$ cat src/rtl/cpu_types_pkg.sv
// ---------------------------------------------------------------------------
// cpu_types_pkg
// Shared types for the cache/memory side of the CPU:
//   word_t          - 32-bit machine word (addresses and data)
//   ramstate_t      - status reported by the RAM each cycle
//   memctl_state_t  - arbitration states of memory_control
// ---------------------------------------------------------------------------
package cpu_types_pkg;

  typedef logic [31:0] word_t;

  typedef enum logic [1:0] {
    FREE   = 2'd0,
    BUSY   = 2'd1,
    ACCESS = 2'd2,
    ERROR  = 2'd3
  } ramstate_t;

  typedef enum logic [1:0] {
    IDLE = 2'd0,
    IGNT = 2'd1,
    DGNT = 2'd2
  } memctl_state_t;

endpackage

$ cat src/rtl/caches_if.sv
// ---------------------------------------------------------------------------
// caches_if
// Request/response bundle between the icache/dcache pair and memory_control.
//   iREN, iaddr           - instruction fetch request (cache -> memory)
//   iwait, iload          - instruction handshake and data (memory -> cache)
//   dREN, dWEN, daddr,
//   dstore                - data read/write request (cache -> memory)
//   dwait, dload          - data handshake and load data (memory -> cache)
// Modports: master = cache side, slave = memory_control side.
// ---------------------------------------------------------------------------
interface caches_if;
  import cpu_types_pkg::*;

  logic  iREN;
  word_t iaddr;
  word_t iload;
  logic  iwait;

  logic  dREN;
  logic  dWEN;
  word_t daddr;
  word_t dstore;
  word_t dload;
  logic  dwait;

  modport master (
    output iREN, iaddr, dREN, dWEN, daddr, dstore,
    input  iload, iwait, dload, dwait
  );

  modport slave (
    input  iREN, iaddr, dREN, dWEN, daddr, dstore,
    output iload, iwait, dload, dwait
  );

endinterface

$ cat src/rtl/memory_control.sv
// ---------------------------------------------------------------------------
// memory_control
// Arbitrates instruction and data requests from the caches onto a single
// ported RAM. Data has priority, but after DSTREAK consecutive data grants
// with an instruction fetch pending, one instruction grant is forced.
// Ports:
//   CLK, nRST        - clock (rising edge), async active-low reset
//   cif              - caches_if slave modport (requests, waits, load data)
//   ramREN, ramWEN   - RAM read/write enables
//   ramaddr, ramstore- RAM address and write data
//   ramload          - RAM read data
//   ramstate         - RAM status (FREE/BUSY/ACCESS/ERROR)
//   ram_err          - sticky flag, set by an ERROR status during a grant
// ---------------------------------------------------------------------------
module memory_control
  import cpu_types_pkg::*;
#(
  parameter int DSTREAK = 4
) (
  input  logic      CLK,
  input  logic      nRST,
  caches_if.slave   cif,
  output logic      ramREN,
  output logic      ramWEN,
  output word_t     ramaddr,
  output word_t     ramstore,
  input  word_t     ramload,
  input  ramstate_t ramstate,
  output logic      ram_err
);

  localparam int CW = $clog2(DSTREAK + 1);
  localparam logic [CW-1:0] STREAK_MAX = CW'(DSTREAK);

  memctl_state_t state_q, state_d;
  logic [CW-1:0] streak_q, streak_d;
  logic          ram_err_q, ram_err_d;
  logic          d_req;

  always_ff @(posedge CLK or negedge nRST) begin
    if (!nRST) begin
      state_q   <= IDLE;
      streak_q  <= '0;
      ram_err_q <= 1'b0;
    end else begin
      state_q   <= state_d;
      streak_q  <= streak_d;
      ram_err_q <= ram_err_d;
    end
  end

  // Load data is passed straight through; it only matters in the cycle
  // the matching wait signal is low.
  always_comb begin
    state_d    = state_q;
    streak_d   = streak_q;
    ram_err_d  = ram_err_q;
    ramREN     = 1'b0;
    ramWEN     = 1'b0;
    ramaddr    = '0;
    ramstore   = '0;
    cif.iwait  = 1'b1;
    cif.dwait  = 1'b1;
    cif.iload  = ramload;
    cif.dload  = ramload;
    d_req      = cif.dREN | cif.dWEN;

    unique case (state_q)
      IDLE: begin
        if (d_req && (streak_q < STREAK_MAX)) begin
          state_d = DGNT;
        end else if (cif.iREN) begin
          state_d = IGNT;
        end else if (d_req) begin
          state_d = DGNT;
        end
        // The streak only counts data grants that made a fetch wait.
        if (!cif.iREN || (state_d == IGNT)) begin
          streak_d = '0;
        end else if ((state_d == DGNT) && (streak_q < STREAK_MAX)) begin
          streak_d = streak_q + 1'b1;
        end
      end

      IGNT: begin
        if (!cif.iREN) begin
          state_d = IDLE;
        end else begin
          ramREN  = 1'b1;
          ramaddr = cif.iaddr;
          if (ramstate == ACCESS) begin
            cif.iwait = 1'b0;
            state_d   = IDLE;
          end else if (ramstate == ERROR) begin
            ram_err_d = 1'b1;
            state_d   = IDLE;
          end
        end
      end

      DGNT: begin
        if (!d_req) begin
          state_d = IDLE;
        end else begin
          ramaddr = cif.daddr;
          // A write wins when the cache raises both enables.
          if (cif.dWEN) begin
            ramWEN   = 1'b1;
            ramstore = cif.dstore;
          end else begin
            ramREN   = 1'b1;
          end
          if (ramstate == ACCESS) begin
            cif.dwait = 1'b0;
            state_d   = IDLE;
          end else if (ramstate == ERROR) begin
            ram_err_d = 1'b1;
            state_d   = IDLE;
          end
        end
      end

      default: state_d = IDLE;
    endcase
  end

  assign ram_err = ram_err_q;

endmodule

$ cat src/flat_wrapper.sv
// flat-port wrapper written by rule: the top's interface ports become plain ports
module memory_control_flat import cpu_types_pkg::*;
#(
  parameter int DSTREAK = 4
)
  (CLK, nRST, ramREN, ramWEN, ramaddr, ramstore, ramload, ramstate, ram_err, cif_iREN, cif_iaddr, cif_dREN, cif_dWEN, cif_daddr, cif_dstore, cif_iload, cif_iwait, cif_dload, cif_dwait);
  caches_if cif_i ();
  input  logic CLK;
  input  logic nRST;
  output logic ramREN;
  output logic ramWEN;
  output word_t ramaddr;
  output word_t ramstore;
  input  word_t ramload;
  input  ramstate_t ramstate;
  output logic ram_err;
  input wire logic [$bits(cif_i.iREN)-1:0] cif_iREN;
  input wire logic [$bits(cif_i.iaddr)-1:0] cif_iaddr;
  input wire logic [$bits(cif_i.dREN)-1:0] cif_dREN;
  input wire logic [$bits(cif_i.dWEN)-1:0] cif_dWEN;
  input wire logic [$bits(cif_i.daddr)-1:0] cif_daddr;
  input wire logic [$bits(cif_i.dstore)-1:0] cif_dstore;
  output wire logic [$bits(cif_i.iload)-1:0] cif_iload;
  output wire logic [$bits(cif_i.iwait)-1:0] cif_iwait;
  output wire logic [$bits(cif_i.dload)-1:0] cif_dload;
  output wire logic [$bits(cif_i.dwait)-1:0] cif_dwait;
  assign cif_i.iREN = cif_iREN;
  assign cif_i.iaddr = cif_iaddr;
  assign cif_i.dREN = cif_dREN;
  assign cif_i.dWEN = cif_dWEN;
  assign cif_i.daddr = cif_daddr;
  assign cif_i.dstore = cif_dstore;
  assign cif_iload = cif_i.iload;
  assign cif_iwait = cif_i.iwait;
  assign cif_dload = cif_i.dload;
  assign cif_dwait = cif_i.dwait;
  memory_control #(.DSTREAK(DSTREAK)) u_core (.CLK(CLK), .nRST(nRST), .cif(cif_i), .ramREN(ramREN), .ramWEN(ramWEN), .ramaddr(ramaddr), .ramstore(ramstore), .ramload(ramload), .ramstate(ramstate), .ram_err(ram_err));
endmodule
$ cat config.mk
export PLATFORM = sky130hd
export DESIGN_NAME = memory_control_flat
export DESIGN_NICKNAME = d
export VERILOG_FILES = /design/src/rtl/cpu_types_pkg.sv /design/src/rtl/caches_if.sv /design/src/rtl/memory_control.sv /design/src/flat_wrapper.sv
export SDC_FILE = /design/constraint.sdc
export NUM_CORES = 1
export LEC_CHECK = 0
export CORE_AREA = 4 4 102 104
export CTS_CLUSTER_DIAMETER = 200
export DETAILED_ROUTE_END_ITERATION = 16
export DIE_AREA = 0 0 106 108
export PLACE_DENSITY = 0.67
export SLEW_MARGIN = 5
export SYNTH_ARGS = -nofsm -noshare
export SYNTH_HDL_FRONTEND = slang
export SYNTH_SLANG_ARGS = --single-unit
$ cat constraint.sdc
create_clock -name CLK -period 2.1 [get_ports CLK]
set_input_delay 0.42 -clock CLK [delete_from_list [all_inputs] [get_ports CLK]]
set_output_delay 0.42 -clock CLK [all_outputs]
set_load 0.01 [all_outputs]
[Yosys cells after proc, flatten, opt, wreduce, memory -nomap -nowiden]
Index checks and enable logic that the tools add are counted.
Word-level totals
  register bits after elaboration: 6
  bits in latches: 0
  RAM bits: 0
  ROM bits: 0
  bits of input ports: 135
  output and inout bits: 133
  logic and storage cells: 57
  memories: 0
Operators by class
  $add $sub $neg: 1
  $mul: 0
  divide/modulo/power cells: 0
  order comparisons: 1
  equality and inequality tests: 8
  shifts and indexed selects: 0
  mux-type cells: 34
  bitwise gates (word level): 1
  reductions and logical operators: 9
Operators by type and width (count)
  32-bit 2-to-1 mux: 5
  32-bit one-hot mux with 2 select lines: 1
  2-bit 2-to-1 mux: 8
  1-bit 2-to-1 mux: 15
  2-bit == test, second input constant: 4
  3-bit 2-to-1 mux: 2
  2-bit one-hot mux with 3 select lines: 1
  2-bit by 1-bit == test with 1-bit output, second input constant: 2
  1-bit one-hot mux with 2 select lines: 2
  2-bit nonzero test: 2
  3-bit by 1-bit adder with 3-bit output, second input constant: 1
  3-bit < comparator, second input constant: 1
  3-bit AND reduction: 1
  1-bit logical AND: 2
  2-bit zero test: 1
  2-bit by 1-bit != test with 1-bit output, second input constant: 1
  2-bit != test, second input constant: 1
  2-bit AND reduction: 1
  1-bit zero test: 1
  1-bit logical OR: 1
  1-bit bitwise OR: 1

[Depth between registers and ports, before layout]
Gate-level depths: netlist of the first run.
  word-level depth: 9
  depth in mapped cells: 8
  depth with buffers taken out: 5

[Worst setup path before layout of the first run]
No wires, ideal clock.
  path kind: flip-flop to output port
  start point: reg u_core.state_q[0]
  end point: out ramaddr[10]
  arrival: 1436 ps
  data required time: 1680 ps
  path slack: 244 ps
  cell stages (with the launch flop): 9
  path buffers: 3
  cells stage by stage: dfrtp_1 > inv_1 > ha_1 > buf_4 > o21a_1 > buf_6 > clkbuf_8 > a22oi_1 > nor2b_1
On the way
  cells in the longest elaborated chain, start to end: 2
  elaborated cells between the ends (all ways): 3
  those cells by class: 2 x eq/ne; 1 x mux
RTL lines
  from (decl): RTL line memory_control.sv:35  | memctl_state_t state_q, state_d;
  from (signal assigned): RTL line memory_control.sv:46  | state_q <= state_d;
  2-bit == test or 2-bit by 1-bit == test with 1-bit output (tied branches): RTL line memory_control.sv:68  | unique case (state_q)
  32-bit one-hot mux with 2 select lines *: RTL line memory_control.sv:68
  to (decl): RTL line flat_wrapper.sv:12  | output word_t ramaddr;
Every way passes the cells marked *; elsewhere a longest branch is shown, timed or not.

[Worst setup path after layout of the first run]
  start point: reg u_core.state_q[0]
  end point: out ramaddr[1]
Same word-level chain as after synthesis.

==> results.sh, run 1 <==
export IMPL_die_h_microns=108
export IMPL_pre_cts_ws_ns=-0.461
export IMPL_netlist_area_sq_um=1690
export IMPL_worst_slack_ns=-0.0612
export IMPL_cp_max_fo=8
export IMPL_crit_buf_inv=4
export IMPL_drv_slew=0
export IMPL_synth_area_leaders="buf_4 31%, a22oi_1 15%, and3_1 12%"
export IMPL_critPathLaunch="u_core.state_q[0]"
export IMPL_period_share_pct=103
export IMPL_nNetsFinal=488
export IMPL_first_pass_iters=4
export IMPL_synth_top_area_share_pct=30.6
export IMPL_clk_latency_ns=0.22
export IMPL_min_path_type="in -> async"
export IMPL_finalClockSkew_ns=0.00283
export IMPL_grt_max_degree=39
export IMPL_fmax_ghz=0.463
export IMPL_hold_viol=0
export IMPL_powerDensity_nw_per_um2=732
export IMPL_via_per_inst=4.14
export IMPL_boundaryPins=268
export IMPL_yosysSeqAreaShare_pct=8.88
export IMPL_core_area_sq_um=9550
export IMPL_n_fill_cell=1001
export IMPL_synth_top_flop_cell="dfrtp_1"
export IMPL_worstSetupStartpointType="flop"
export IMPL_crit_path_frequent_cell="buf_6"
export IMPL_cts_tree="built"
export IMPL_port_buffers=171
export IMPL_rsz0062_at_grt="true"
export IMPL_root_buffer="clkbuf_8"
export IMPL_gp_congestion=0.704
export IMPL_drive_gt1_share_pct=32.4
export IMPL_routedWlPerCell_microns=17.4
export IMPL_cts_sinks=6
export IMPL_drc=0
export IMPL_crit_type="reg -> out"
export IMPL_area_growth_pct=104
export IMPL_cts_max_path_buffers=2
export IMPL_setup_violations=15
export IMPL_grt_pass1_vias=2019
export IMPL_rrSetupSlack_ns=0.42
export IMPL_syn_avg_cell_area_sq_um=7.58
export IMPL_yosysTopAreaCell="buf_4"
export IMPL_die_area_sq_um=11400
export IMPL_worstMarginPinSlew_ns=0.281
export IMPL_synth_cells=223
export IMPL_synth_edf_count=0
export IMPL_cp_top_family="buffers and inverters"
export IMPL_vias=1981
export IMPL_crit_arrival_ns=1.74
export IMPL_die_w_microns=106
export IMPL_finish_utilization_pct=36.1
export IMPL_dpl_hpwl_microns=5740
export IMPL_start_util_pct=17.7
export IMPL_synthTopCellsByCount="69 x buf_4, 33 x a22oi_1, 32 x and3_1, 32 x nor2b_1, 9 x clkbuf_1"
export IMPL_overflow=0
export IMPL_path_cells="buf_6 -> ha_4 -> and2_4 -> buf_6 -> clkbuf_16 -> a22oi_2 -> nor2b_1 -> buf_2"
export IMPL_n_antenna_cell=0
export IMPL_htreeDepth=1
export IMPL_required_ns=1.68
export IMPL_timing_max_cap_violations=0
export IMPL_cts_made_buffers=3
export IMPL_antenna_found_initial=0
export IMPL_yosys_warnings=0
export IMPL_ys_seq_elements=6
export IMPL_violations="negative setup slack"
export IMPL_period_needed_ns=2.16
export IMPL_outcome="finished with violations"
export IMPL_finalWirelength_microns=8360
export IMPL_async_flop_share_pct=100
export IMPL_yosysMostFrequentCell="buf_4"
export IMPL_timing_rr_start="u_core.state_q[0]"
export IMPL_crit_path_top_delay_cell="dfrtp_1"
export IMPL_grt_pass1_wl_microns=11300
export IMPL_max_stage_delay_ns=0.39
export IMPL_first_iter_violations=61
export IMPL_rows=36
export IMPL_clk_pin_slew_ns=0.04
export IMPL_synth_cell_type_count=31
export IMPL_ant_nets=0
export IMPL_peakVddDrop_v=0.000506
export IMPL_syn_num_nets=363
export IMPL_gr_usage_all_layers_pct=12.4
export IMPL_leakage_nw=1.56
export IMPL_relSlewSlack_pct=81.2
export IMPL_end_kind="primary output"
==> cell usage in the layout, fill, tap and decap left out, drive strengths merged, types with 3 or more instances in the layout <==
| master | Yosys | final |
|---|---|---|
| clkdlybuf4s50 | 0 | 100 |
| buf | 72 | 61 |
| dlygate4sd2 | 0 | 33 |
| a22oi | 33 | 33 |
| nor2b | 32 | 32 |
| and3 | 32 | 32 |
| clkbuf | 11 | 7 |
| dfrtp | 6 | 6 |
| inv | 6 | 6 |
| ha | 5 | 5 |
| clkdlybuf4s15 | 0 | 4 |
| nand2 | 3 | 3 |
| nor2 | 3 | 3 |
==> metal layers <==
metal | GRT usage, % | part of all wire, %
met3 | 2.57 | 5.6
met4 | 4.07 | 2.2
met2 | 22.6 | 52
met5 | 0 | 0
met1 | 14.4 | 40
==> layout make-up <==
cell class | count | area [sq um] | share of cell area, %
clock buffer | 3 | 41.3 | 1.20
tap | 133 | 166 | 4.82
inverter | 6 | 22.5 | 0.653
multi-input combinational | 128 | 1110 | 32.2
timing repair buffer | 203 | 1960 | 56.8
sequential | 6 | 150 | 4.35
==> where the power goes <==
| group | switching (mW) | leakage (nW) | total [mW] | internal (mW) |
|---|---|---|---|---|
| combinational | 0.968 | 1.47 | 2.17 | 1.20 |
| clock | 0.0527 | 0.0216 | 0.176 | 0.123 |
| sequential | 0.0278 | 0.0748 | 0.179 | 0.151 |
| total | 1.05 | 1.56 | 2.52 | 1.48 |
==> worst paths after layout <==
kind | cells after the start | to
worst max-delay path | 8 | ramaddr[1]
worst min-delay path | 1 | u_core.state_q[0]
worst max register to register | 8 | u_core.state_q[0]
worst min register to register | 1 | u_core.ram_err
max in group asynchronous | 1 | u_core.ram_err
min in group CLK | 1 | u_core.ram_err
==> through the flow <==
| stage | instances | power [mW] | TNS [ns] | hold slack [ns] | area (sq um) |
|---|---|---|---|---|---|
| detailed placement | 459 | 2.06 | -22.69 | 0.468 | 3100 |
| global placement | 459 | 2.03 | -21.64 | 0.457 | 3100 |
| global route | 479 | 2.70 | -1.79 | 0.460 | 3450 |
| finish | 479 | 2.52 | -0.296 | 0.440 | 3450 |
| CTS | 465 | 2.30 | -0.552 | 0.451 | 3170 |
| floorplan | 223 | 1.28 | 0 | 0.124 | 1690 |
==> timing repair <==
action	4_1_cts	5_1_grt
gates resized for setup	189	45
cloned	2	4
buffers inserted	1	10
setup endpoints to repair	68	34
hold buffers	0	0
pin swaps	2	16
==> state kept, by name, summed over array words and instances, names as in the netlist <==
name / count
u_core.state_q: 2
u_core.streak_q: 3
u_core.ram_err: 1
==> cell families (layout without fill, tap and decap cells) <==
kind of cell	after synthesis	count (layout)	share of synthesized area [%]
multiplexers	2	2	1.18
AND/OR/NAND/NOR	75	75	26.8
buffers and inverters	89	212	37.7
flip-flops	6	6	8.88
AO/OA/AOI/OAI	46	46	21.7
adder cells (fa/ha/maj)	5	5	3.70
(Power assumes the default switching activity.)
==> run 2: changes to the inputs <==
--- a/config.mk
+++ b/config.mk
@@ -9,7 +9,8 @@
 export CTS_CLUSTER_DIAMETER = 200
 export DETAILED_ROUTE_END_ITERATION = 16
 export DIE_AREA = 0 0 106 108
-export PLACE_DENSITY = 0.67
+export PLACE_DENSITY = 0.79
+export RECOVER_POWER = 25
 export SLEW_MARGIN = 5
 export SYNTH_ARGS = -nofsm -noshare
 export SYNTH_HDL_FRONTEND = slang
==> run 2 against run 1 <==
Against the previous run:
- the flow still finishes with violations (negative setup slack)
- highest routed layer unchanged
- total power is 10% higher
- sequential share of layout area is 0.11 points lower
- clock power is 3% lower
- register-to-register slack worse by 0.03 ns
- utilization is 0.90 points higher
- clock skew is 0.0022 ns lower
- final cell count is 1.0% higher
- global-route usage is 0.81 points higher
- worst hold slack better by 0.026 ns
- combinational power is 12% higher
- wire length is 8.9% higher
- critical path type unchanged
- first-iteration DRC count is 1.6% higher
- largest cell class unchanged
==> results.sh, run 2 (synthesized netlist as in run 1, its figures left out) <==
export IMPL_hold_viol=0
export IMPL_total_power_mw=2.78
export IMPL_p_clk_share_pct=6.1
export IMPL_peakVddDrop_v=0.000302
export IMPL_pre_cts_ws_ns=-0.465
export IMPL_boundaryPins=268
export IMPL_p_comb_share_pct=87.3
export IMPL_switching_share_pct=40.6
export IMPL_switching_power_mw=1.13
export IMPL_via_per_inst=4.18
export IMPL_period_needed_ns=2.18
export IMPL_clk_latency_ns=0.22
export IMPL_antenna_found_initial=0
export IMPL_timing_max_cap_violations=0
export IMPL_ant_nets=0
export IMPL_leakage_nw=1.64
export IMPL_rows=36
export IMPL_port_buffers=171
export IMPL_crit_type="reg -> out"
export IMPL_period_share_pct=104
export IMPL_relSlewSlack_pct=80.4
export IMPL_drc=0
export IMPL_powerDensity_nw_per_um2=785
export IMPL_gr_usage_all_layers_pct=13.2
export IMPL_dpl_hpwl_microns=6130
export IMPL_overflow=0
export IMPL_start_util_pct=17.7
export IMPL_mostFrequentLayoutCells="99 x clkdlybuf4s50_1, 35 x dlygate4sd2_1, 32 x and3_1"
export IMPL_cts_sinks=6
export IMPL_finish_utilization_pct=37.0
export IMPL_area_growth_pct=109
export IMPL_final_common_cell="clkdlybuf4s50_1"
export IMPL_n_fill_cell=1019
export IMPL_die_h_microns=108
export IMPL_root_buffer="clkbuf_8"
export IMPL_violations="negative setup slack"
export IMPL_core_area_sq_um=9550
export IMPL_placed_cell_area_sq_um=3110
export IMPL_p_int_mw=1.65
export IMPL_n_antenna_cell=0
export IMPL_cts_tree="built"
export IMPL_first_pass_iters=4
export IMPL_finalWirelength_microns=9100
export IMPL_grt_pass1_vias=1983
export IMPL_cts_made_buffers=3
export IMPL_worstMarginPinSlew_ns=0.292
export IMPL_placedCellCount=460
export IMPL_regMostFlops="u_core.streak_q"
export IMPL_largest_reg_flops=3
export IMPL_htreeDepth=1
export IMPL_tns_ns=-0.657
export IMPL_setup_violations=15
export IMPL_finalClockSkew_ns=0.000610
export IMPL_cts_hold_buf=0
export IMPL_rsz0062_at_grt="true"
export IMPL_die_area_sq_um=11400
export IMPL_worstSetupStartpointType="flop"
export IMPL_hold_ws_ns=0.466
export IMPL_seqPwrFrac_pct=6.6
export IMPL_first_iter_violations=62
export IMPL_die_w_microns=106
export IMPL_layout_cells_non_filler=484
export IMPL_cp_max_fo=5
export IMPL_final_area_sq_um=3540
export IMPL_outcome="finished with violations"
export IMPL_drv_slew=0
export IMPL_grt_pass1_wl_microns=11700
export IMPL_fmax_ghz=0.459
export IMPL_drive_gt1_share_pct=32.2
export IMPL_required_ns=1.68
export IMPL_gp_congestion=0.783
export IMPL_r2r_cells=8
export IMPL_cts_max_path_buffers=2
export IMPL_min_path_type="reg -> reg"
export IMPL_min_delay_path_depth=1
export IMPL_routedWlPerCell_microns=18.8
export IMPL_crit_arrival_ns=1.76
export IMPL_grt_max_degree=39
export IMPL_nNetsFinal=493
export IMPL_end_kind="primary output"
export IMPL_clk_pin_slew_ns=0.04
export IMPL_vias=2021
export IMPL_worst_slack_ns=-0.0785
==> run 2: changes by cell type in the layout (fill, tap and decap cells not counted), sizes merged <==
| cell | delta |
|---|---|
| dlymetal6s2s | +1 |
| buf | +4 |
| clkdlybuf4s15 | -3 |
| dlygate4sd3 | +1 |
| clkdlybuf4s50 | -1 |
| clkbuf | +1 |
| dlygate4sd2 | +2 |
==> run 2: layout make-up <==
| cell class | instances | area [sq um] | share of cell area (%) |
|---|---|---|---|
| Timing Repair Buffer | 208 | 2070 | 58.5 |
| Multi-Input combinational cell | 128 | 1090 | 30.8 |
| Tap cell | 133 | 166 | 4.71 |
| Sequential cell | 6 | 150 | 4.25 |
| Clock buffer | 3 | 41.3 | 1.17 |
| Inverter | 6 | 22.5 | 0.637 |
==> run 2: layer usage <==
metal  vias up  global-route usage (%)  wire (microns)
li1        967                       -               -
met1       934                    14.0            3270
met2       101                    26.0            5070
met3        19                    3.52             578
met4         0                    2.78             180
met5         -                       0               0
==> run 2: path summary, 6_finish.rpt <==
path	from	endpoint	slack, ns
min	u_core.ram_err	u_core.ram_err	0.47
min reg2reg	u_core.ram_err	u_core.ram_err	0.47
min in group asynchronous	nRST	u_core.streak_q[1]	0.52
max in group asynchronous	nRST	u_core.ram_err	1.36
max reg2reg	u_core.state_q[0]	u_core.state_q[0]	0.39
max	u_core.state_q[0]	ramaddr[18]	-0.08
==> run 2: repair_timing <==
action / in CTS / in global routing
pin swaps: 4 / 10
gates cloned: 5 / 4
endpoints found under the setup margin: 68 / 33
endpoints found under the hold margin: 0 / 0
gates resized for setup: 179 / 45
buffers inserted: 1 / 11
==> run 2: power by group through the flow <==
stage               clock, mW  sequential [mW]  combinational, mW
detailed placement          0            0.178               1.89
floorplan                   0            0.175               1.11
global route            0.185            0.185               2.60
CTS                     0.176            0.182               2.17
global placement            0            0.173               1.85
finish                  0.171            0.182               2.42
==> run 2: worst max-delay path, cell delays in order, from the launching register on <==
cell and delay [ns]:
dfrtp_1 0.39, buf_6 0.14, ha_4 0.15, and2_4 0.22
buf_16 0.16, buf_12 0.12, a22oi_1 0.13, nor2b_1 0.06
buf_2 0.14
==> run 3: changes to the inputs <==
--- a/config.mk
+++ b/config.mk
@@ -6,7 +6,7 @@
 export NUM_CORES = 1
 export LEC_CHECK = 0
 export CORE_AREA = 4 4 102 104
-export CTS_CLUSTER_DIAMETER = 200
+export CTS_CLUSTER_DIAMETER = 40
 export DETAILED_ROUTE_END_ITERATION = 16
 export DIE_AREA = 0 0 106 108
 export PLACE_DENSITY = 0.79
==> results of run 3 <==
No change in the layout: final DEF, timing and power equal those of run 2.
